--- src/rtl/timer_spr_wr_ctl.sv ---
// Timer SPR write control: TSR/TCR/PIT registers, watchdog stage machine,
// FIT status and the PIT down-counter with optional auto-reload.

// Per-tap rising-edge detector. The selected time-base tap is registered and a
// 0->1 transition is flagged one cycle later. On a TCR write the history
// register is seeded with the tap chosen by the new selection, so a change of
// selection on its own never looks like an edge.
module timer_tap_edge (
  input  logic       CB,
  input  logic       reset,
  input  logic [0:3] tbBits,
  input  logic [0:1] sel,
  input  logic       reseed,
  input  logic [0:1] reseedSel,
  output logic       evt
);

  logic tapQ;

  // sample the selected tap and register its rising edge
  always_ff @(posedge CB) begin
    if (reset) begin
      tapQ <= 1'b0;
      evt  <= 1'b0;
    end else begin
      evt  <= tbBits[sel] & ~tapQ;
      tapQ <= reseed ? tbBits[reseedSel] : tbBits[sel];
    end
  end

endmodule

module timer_spr_wr_ctl (
  input  logic        CB,
  input  logic        reset,
  input  logic [0:31] sprDataIn,
  input  logic        mtsprValid,
  input  logic        tsrDcd,
  input  logic        tcrDcd,
  input  logic        pitDcd,
  input  logic        pitTick,
  input  logic [0:3]  wdTbBits,
  input  logic [0:3]  fitTbBits,
  output logic [0:5]  timerStatusOutL2,
  output logic [0:9]  timerControlL2,
  output logic [0:31] pitL2,
  output logic [0:1]  wdResetReq
);

  localparam int NUM_TAPS = 2;   // tap 0: watchdog, tap 1: FIT
  localparam int TAP_WD   = 0;
  localparam int TAP_FIT  = 1;

  // Decodes are exclusive by contract; the fixed priority below only keeps
  // the logic well defined if that is ever violated.
  logic tsrWr, tcrWr, pitWr;
  assign tsrWr = mtsprValid & tsrDcd;
  assign tcrWr = mtsprValid & tcrDcd & ~tsrDcd;
  assign pitWr = mtsprValid & pitDcd & ~tsrDcd & ~tcrDcd;

  // TCR fields
  logic [0:1] wp, wrc, fp;
  logic       are;
  assign wp  = timerControlL2[0:1];
  assign wrc = timerControlL2[2:3];
  assign fp  = timerControlL2[6:7];
  assign are = timerControlL2[9];

  logic [0:31] pitReload;

  // ---------------------------------------------------------------------------
  // Tap edge detection, one lane per timer source
  // ---------------------------------------------------------------------------
  logic [0:NUM_TAPS-1][0:3] tapBits;
  logic [0:NUM_TAPS-1][0:1] tapSel;
  logic [0:NUM_TAPS-1][0:1] tapNewSel;
  logic [0:NUM_TAPS-1]      tapEvt;

  assign tapBits[TAP_WD]    = wdTbBits;
  assign tapBits[TAP_FIT]   = fitTbBits;
  assign tapSel[TAP_WD]     = wp;
  assign tapSel[TAP_FIT]    = fp;
  assign tapNewSel[TAP_WD]  = sprDataIn[0:1];
  assign tapNewSel[TAP_FIT] = sprDataIn[6:7];

  for (genvar g = 0; g < NUM_TAPS; g++) begin : gTap
    timer_tap_edge uEdge (
      .CB        (CB),
      .reset     (reset),
      .tbBits    (tapBits[g]),
      .sel       (tapSel[g]),
      .reseed    (tcrWr),
      .reseedSel (tapNewSel[g]),
      .evt       (tapEvt[g])
    );
  end

  // ---------------------------------------------------------------------------
  // Next-state computation
  // ---------------------------------------------------------------------------
  logic [0:5]  tsrSet, tsrClr, tsrNext;
  logic [0:9]  tcrNext;
  logic [0:31] pitNext, reloadNext;
  logic [0:1]  wdReqNext;
  logic        wrsLoad;

  // watchdog stage advance, FIT status and PIT countdown
  always_comb begin
    tsrSet     = '0;
    wrsLoad    = 1'b0;
    wdReqNext  = '0;
    pitNext    = pitL2;
    reloadNext = pitReload;

    // watchdog: first event arms ENW, second raises WIS, third fires reset
    if (tapEvt[TAP_WD]) begin
      if (!timerStatusOutL2[0]) begin
        tsrSet[0] = 1'b1;
      end else if (!timerStatusOutL2[1]) begin
        tsrSet[1] = 1'b1;
      end else if (wrc != 2'b00) begin
        wrsLoad   = 1'b1;
        wdReqNext = wrc;
      end
    end

    if (tapEvt[TAP_FIT]) tsrSet[5] = 1'b1;

    // a PIT write overrides a same-cycle tick; the count parks at zero
    if (pitWr) begin
      pitNext    = sprDataIn;
      reloadNext = sprDataIn;
    end else if (pitTick && (pitL2 != 32'd0)) begin
      if (pitL2 == 32'd1) begin
        tsrSet[4] = 1'b1;
        pitNext   = are ? pitReload : 32'd0;
      end else begin
        pitNext = pitL2 - 32'd1;
      end
    end
  end

  // TSR write-one-to-clear, with same-cycle set events winning
  always_comb begin
    tsrClr  = tsrWr ? sprDataIn[0:5] : 6'b0;
    tsrNext = (timerStatusOutL2 & ~tsrClr) | tsrSet;
    if (wrsLoad) tsrNext[2:3] = wrc;
  end

  // TCR load; WRC latches once and is then only cleared by reset
  always_comb begin
    tcrNext = timerControlL2;
    if (tcrWr) begin
      tcrNext[0:1] = sprDataIn[0:1];
      if (wrc == 2'b00) tcrNext[2:3] = sprDataIn[2:3];
      tcrNext[4:9] = sprDataIn[4:9];
    end
  end

  // ---------------------------------------------------------------------------
  // Architectural state; every output comes straight from a flop
  // ---------------------------------------------------------------------------
  // state register update with synchronous reset
  always_ff @(posedge CB) begin
    if (reset) begin
      timerStatusOutL2 <= '0;
      timerControlL2   <= '0;
      pitL2            <= '0;
      pitReload        <= '0;
      wdResetReq       <= '0;
    end else begin
      timerStatusOutL2 <= tsrNext;
      timerControlL2   <= tcrNext;
      pitL2            <= pitNext;
      pitReload        <= reloadNext;
      wdResetReq       <= wdReqNext;
    end
  end

endmodule
--- config.mk ---
export PLATFORM = sky130hd
export DESIGN_NAME = timer_spr_wr_ctl
export DESIGN_NICKNAME = d
export VERILOG_FILES = /design/src/rtl/timer_spr_wr_ctl.sv
export SDC_FILE = /design/constraint.sdc
export NUM_CORES = 1
export LEC_CHECK = 0
export BUFFER_PORTS_ARGS = -buffer_cell sky130_fd_sc_hd__buf_4
export CAP_MARGIN = 20
export CORE_UTILIZATION = 50
export CTS_BUF_LIST = sky130_fd_sc_hd__clkbuf_8
export DETAILED_ROUTE_END_ITERATION = 8
export PLACE_DENSITY_LB_ADDON = 0.15
export SETUP_SLACK_MARGIN = 0.05
export SLEW_MARGIN = 20
export SYNTH_ARGS = -nofsm -noshare
export SYNTH_HDL_FRONTEND = slang
export SYNTH_HIERARCHICAL = 1
export SYNTH_SLANG_ARGS = --single-unit
--- constraint.sdc ---
create_clock -name CB -period 2.65 [get_ports CB]
set_input_delay 0.265 -clock CB [delete_from_list [all_inputs] [get_ports CB]]
set_output_delay 0.265 -clock CB [all_outputs]
set_load 0.005 [all_outputs]
# Word level (Yosys, flattened, before mapping)

Cells that the tools add are included.

Equal/unequal tests: 1
Magnitude comparators: 4
Add/subtract/negate cells: 1
Mux-type cells: 32
Reductions and logical operators: 7
Bitwise operators: 23

Operators by type and width:

| cell                  | number |
|---|---|
| $mux 32               | 4 |
| $eq 32x1->1 const B   | 1 |
| $reduce_bool 32->1    | 1 |
| $sub 32x1->32 const B | 1 |
| $mux 1                | 21 |
| $ge 3x3->1 const B    | 4 |
| $not 2->3             | 4 |
| $and 1x1->1           | 8 |
| $bmux 1 s2            | 4 |
| $not 1->1             | 8 |
| $and 6x6->6           | 1 |
| $mux 6                | 1 |
| $not 6->6             | 1 |
| $or 6x6->6            | 1 |
| $reduce_or 5->1       | 1 |
| $mux 2                | 2 |
| $reduce_bool 2->1     | 2 |
| $logic_not 2->1       | 1 |
| $reduce_and 2->1      | 1 |
| $logic_and 1x1->1     | 1 |

Register bits after elaboration: 86
Logic and storage cells: 78
Output and inout bits: 50
Input port bits: 47

# Depth between registers and ports, before layout

Word-level depth: 6
Gate-level depth with buffers: 10
Gate-level depth less buffers: 8

# Cells and area by module

The synthesis kept the hierarchy.

By module, submodules not included:

| module           | instances | cells each | area each (um^2) | sequential area each (um^2) |
|---|---|---|---|---|
| timer_spr_wr_ctl | 1         | 535        | 4140.2           | 1641.6 |
| timer_tap_edge   | 2         | 8          | 116.4            | 40.0 |

# Worst setup path before layout

Ideal clock, no wire load.

Path type: register to register
Start: reg pitL2[31] (netlist bit)
End: reg pitL2[20] (netlist bit)
Required time: 2.522 ns
Setup slack: 0.324 ns
Arrival time: 2.198 ns
Setup time: 0.128 ns
Path buffers: 3
Cell stages (with the launch flop): 11
Period minus slack after synthesis: 2.326 ns
Cells stage by stage: dfxtp_1 inv_1 ha_1 or3b_2 clkbuf_1 o31a_1 or2_1 buf_2 buf_2 a32oi_1 nor2_1

Word-level cells in the longest chain between the ends: 4
Elaborated cells on any way between the ends: 8
Those cells by class: add/sub (1); eq/ne (1); mux (3); reduce/logical (3)

RTL lines:

| what                                         | RTL line | RTL |
|---|---|---|
| start: declaration                           | 46       | `output logic [0:31] pitL2,` |
| start signal: assignment                     | 174      | `pitL2 <= pitNext;` |
| $sub 32x1->32 or $eq 32x1->1 (tied branches) | 138, 134 |  |
| $mux 32                                      | 134      | `if (pitL2 == 32'd1) begin` |
| $mux 32                                      | 133      | `end else if (pitTick && (pitL2 != 32'd0)) begin` |
| $mux 32                                      | 130      | `if (pitWr) begin` |

Parallel ways exist; a longest one is shown, timed or not. The select of a mux whose other input is x is not followed.
A chain may end at the register's enable or synchronous reset.

# Worst setup path in the final report

Start: reg pitL2[30] (netlist bit)
End: reg pitL2[12] (netlist bit)

Same word-level chain as after synthesis.

==> flow_summary_export.csv <==
group,metric,value,unit
floorplan,die_h,95.5,um
drt,drtPass1Iterations,5,
grt,grt_pass1_wl,21400,um
grt,antenna_found_initial,0,
synth,synth.top_cells.by_area,"dfxtp_1, nand2_1, a21oi_1",
synth,ys.flop_type,"dfxtp_1",
floorplan,row_count,33,
clocking,numCtsBuffers,9,
synth,synth_top_cells_by_count,"nand2_1, dfxtp_1, a21oi_1",
setup_path,critical_path_class,"reg -> reg",
setup_path,critPathLaunch,"pitL2[30]",
clocking,root_buffer,"clkbuf_8",
clocking,htreeDepth,3,
synth,synth_top_area_share,39.4,%
synth,async_flop_share,0,%
synth,syn_area_per_cell,7.94,sq um
cells_and_area,final_cell_area,5590,sq um
grt,grt_usage,30.6,%
drt,ant_nets,0,
drt,drc,0,
synth,syn-num-nets,600,
setup_path,start_kind,"flip-flop",
drt,vias,4763,
power,max-vdd-ir-drop,0.000354,V
synth,yosysUniqueCellTypes,61,
clocking,cts_tree,"yes",
synth,synth_seq_cells,86,
setup_path,r2r-start,"pitL2[30]",
power,power_density,683,nW/um^2
sta,tightest_slew,0.798,ns
sta,post-route-period-util,91.2,%
setup_path,critPathMaxFanout,9,
drt,drt_wl_total,13500,um
floorplan,ioPinCount,97,
sta,finalCriticalPeriod,2.42,ns
cells_and_area,nNetsFinal,708,
drt,drt_iter0_markers,350,
clocking,numClockSinks,86,
sta,setup_violations,0,
sta,slew-limit-headroom,46.6,%
synth,netlist_area,4370,sq um
place,port_buffers,96,
drt,vias_per_cell,6.19,
cells_and_area,area_delta_synth_final,27.9,%
grt,grt.overflow.total,0,
sta,finalHoldViolCount,0,
synth,synthCells,551,
setup_path,r2r_end,"pitL2[12]",
sta,fin_tns_setup,0,ns
floorplan,fp.dieW,95.5,um
setup_path,reg2reg_depth,8,
sta,fin_worst_skew,0.0114,ns
synth,ys_seq_area_share,39.4,%
clocking,clk_pin_slew,0.09,ns
synth,yosysMostFrequentCell,"nand2_1",
cells_and_area,diodes,0,
cells_and_area,drive_gt1_share,26.2,%
setup_path,worstPathRequired,2.91,ns
synth,synth_area_leader_cell,"dfxtp_1",
status,status,"completed",
sta,rsz0062_at_grt,"false",
floorplan,fp.dieArea,9120,sq um
place,hpwl,9710,um
sta,fmax,0.414,GHz
clocking,cts.path.max_buffers,2,
power,p_leak,2.24,nW
floorplan,initial_utilization,52.4,%
place,gp_congestion,0.946,
power,total_power,3.82,mW
setup_path,endpoint_kind,"flip-flop",
sta,maxSlewViolCount,0,
grt,grt_pass1_vias,4389,
clocking,insertion_delay,0.37,ns
setup_path,worst_ep_arrival_time,2.68,ns
setup_path,rrSetupSlack,0.23,ns
grt,grt_max_degree,52,
synth,synth_edf_count,0,
run,cap_violations,0,
place,dpl_cell_area,5360,sq um
floorplan,core-area,8340,sq um
drt,wl_per_cell,17.5,um
cells_and_area,fillerInstances,740,
setup_path,critPathCapture,"pitL2[12]",
clocking,hold_buffers,0,
min_path,min_path_type,"in -> reg",
synth,ys_warn_count,6,
==> through the flow <==
stage               util (%)  worst slack, ns  hold slack [ns]  cells
floorplan                  -            0.324            0.336    551
global placement        64.2            0.345            0.395    749
detailed placement      64.2            0.241            0.404    749
CTS                     66.7            0.212            0.128    765
global route            67.1           0.0706            0.133    769
finish                  67.1            0.233            0.126    769
==> cell usage in the layout (no fill, tap or decap), types with 3 or more instances in the layout <==
master / netlist / layout
buf_4: 0 / 134
nand2_1: 115 / 115
dfxtp_1: 86 / 86
a21oi_1: 64 / 64
nor2_1: 31 / 31
o21ai_0: 27 / 27
a31oi_1: 16 / 16
nand3_1: 16 / 16
nor3_1: 14 / 14
clkbuf_8: 0 / 11
and3_1: 10 / 10
nor4_1: 10 / 9
a32o_1: 9 / 9
o21ai_1: 9 / 9
inv_1: 6 / 7
or4_1: 7 / 7
o211ai_1: 6 / 6
a22o_1: 5 / 5
nand4_1: 5 / 5
a221oi_1: 5 / 5
nor4_4: 4 / 4
o31ai_1: 4 / 4
nor2b_1: 4 / 4
mux4_2: 4 / 4
nor3_2: 3 / 3
nand2b_1: 3 / 3
or3_1: 3 / 3
xor2_1: 3 / 3
a311oi_1: 3 / 3
==> logic make-up after synthesis <==
group / Yosys count / share of synthesized area (%)
AOI/OAI and AO/OA: 164 / 23.3
xor gates and xnor gates: 5 / 1.00
adders and majority gates: 2 / 0.572
buffers and inverters: 43 / 3.98
DFF: 86 / 39.4
muxes: 5 / 2.29
and+or+nand+nor: 246 / 29.4
==> routing by layer <==
| layer | part of all wire, % | global-route usage (%) |
|---|---|---|
| met5 | 0 | 0 |
| met4 | 2.5 | 14.4 |
| met3 | 7.7 | 4.63 |
| met2 | 48 | 51.8 |
| met1 | 42 | 37.9 |
==> report_power, final <==
| part | leakage, nW | internal (mW) | switching (mW) |
|---|---|---|---|
| Combinational | 1.44 | 0.617 | 0.694 |
| Sequential | 0.700 | 1.39 | 0.151 |
| Clock | 0.103 | 0.487 | 0.486 |
| Total | 2.24 | 2.49 | 1.33 |
==> worst min path at each step <==
| stage | start | to | slack [ns] | cells past startpoint |
|---|---|---|---|---|
| final | sprDataIn[1] | timerStatusOutL2[1] | 0.13 | 2 |
| after global routing | sprDataIn[1] | timerStatusOutL2[1] | 0.13 | 2 |
| after CTS | sprDataIn[1] | timerStatusOutL2[1] | 0.13 | 2 |
| after detailed placement | gTap[1].uEdge/tapQ | gTap[1].uEdge/evt | 0.40 | 1 |
| after global placement | gTap[1].uEdge/tapQ | gTap[1].uEdge/evt | 0.40 | 1 |
| after floorplan | reset | gTap[0].uEdge/evt | 0.34 | 1 |
==> sequential cells by signal (all words and copies together) (netlist names) <==
signal and cells:
pitReload 32, pitL2 32, gTap.uEdge/tapQ 2, gTap.uEdge/evt 2, timerControlL2 10, wdResetReq 2, timerStatusOutL2 6
==> timing repair <==
item | in CTS | in global routing
setup buffers | 0 | 4
resized for setup | 0 | 0
setup endpoints to repair | 0 | 1
==> cell type report <==
| cell class | count | area [sq um] | area share [%] |
|---|---|---|---|
| clock buffer | 11 | 151 | 2.71 |
| clock inverter | 5 | 57.6 | 1.03 |
| inverter | 6 | 22.5 | 0.403 |
| multi-input combinational | 422 | 2500 | 44.8 |
| sequential | 86 | 1720 | 30.8 |
| tap | 105 | 131 | 2.35 |
| timing repair buffer | 134 | 1010 | 18.0 |
==> critical path, cell delays in order, from the launching register on <==
cell and delay (ns):
dfxtp_1 0.36, inv_1 0.11, ha_1 0.22, or3b_2 0.47
o31a_1 0.36, buf_4 0.19, nand2_2 0.14, o21ai_0 0.13
a2111oi_2 0.31
Note: power is estimated with default switching activity, not from simulation.
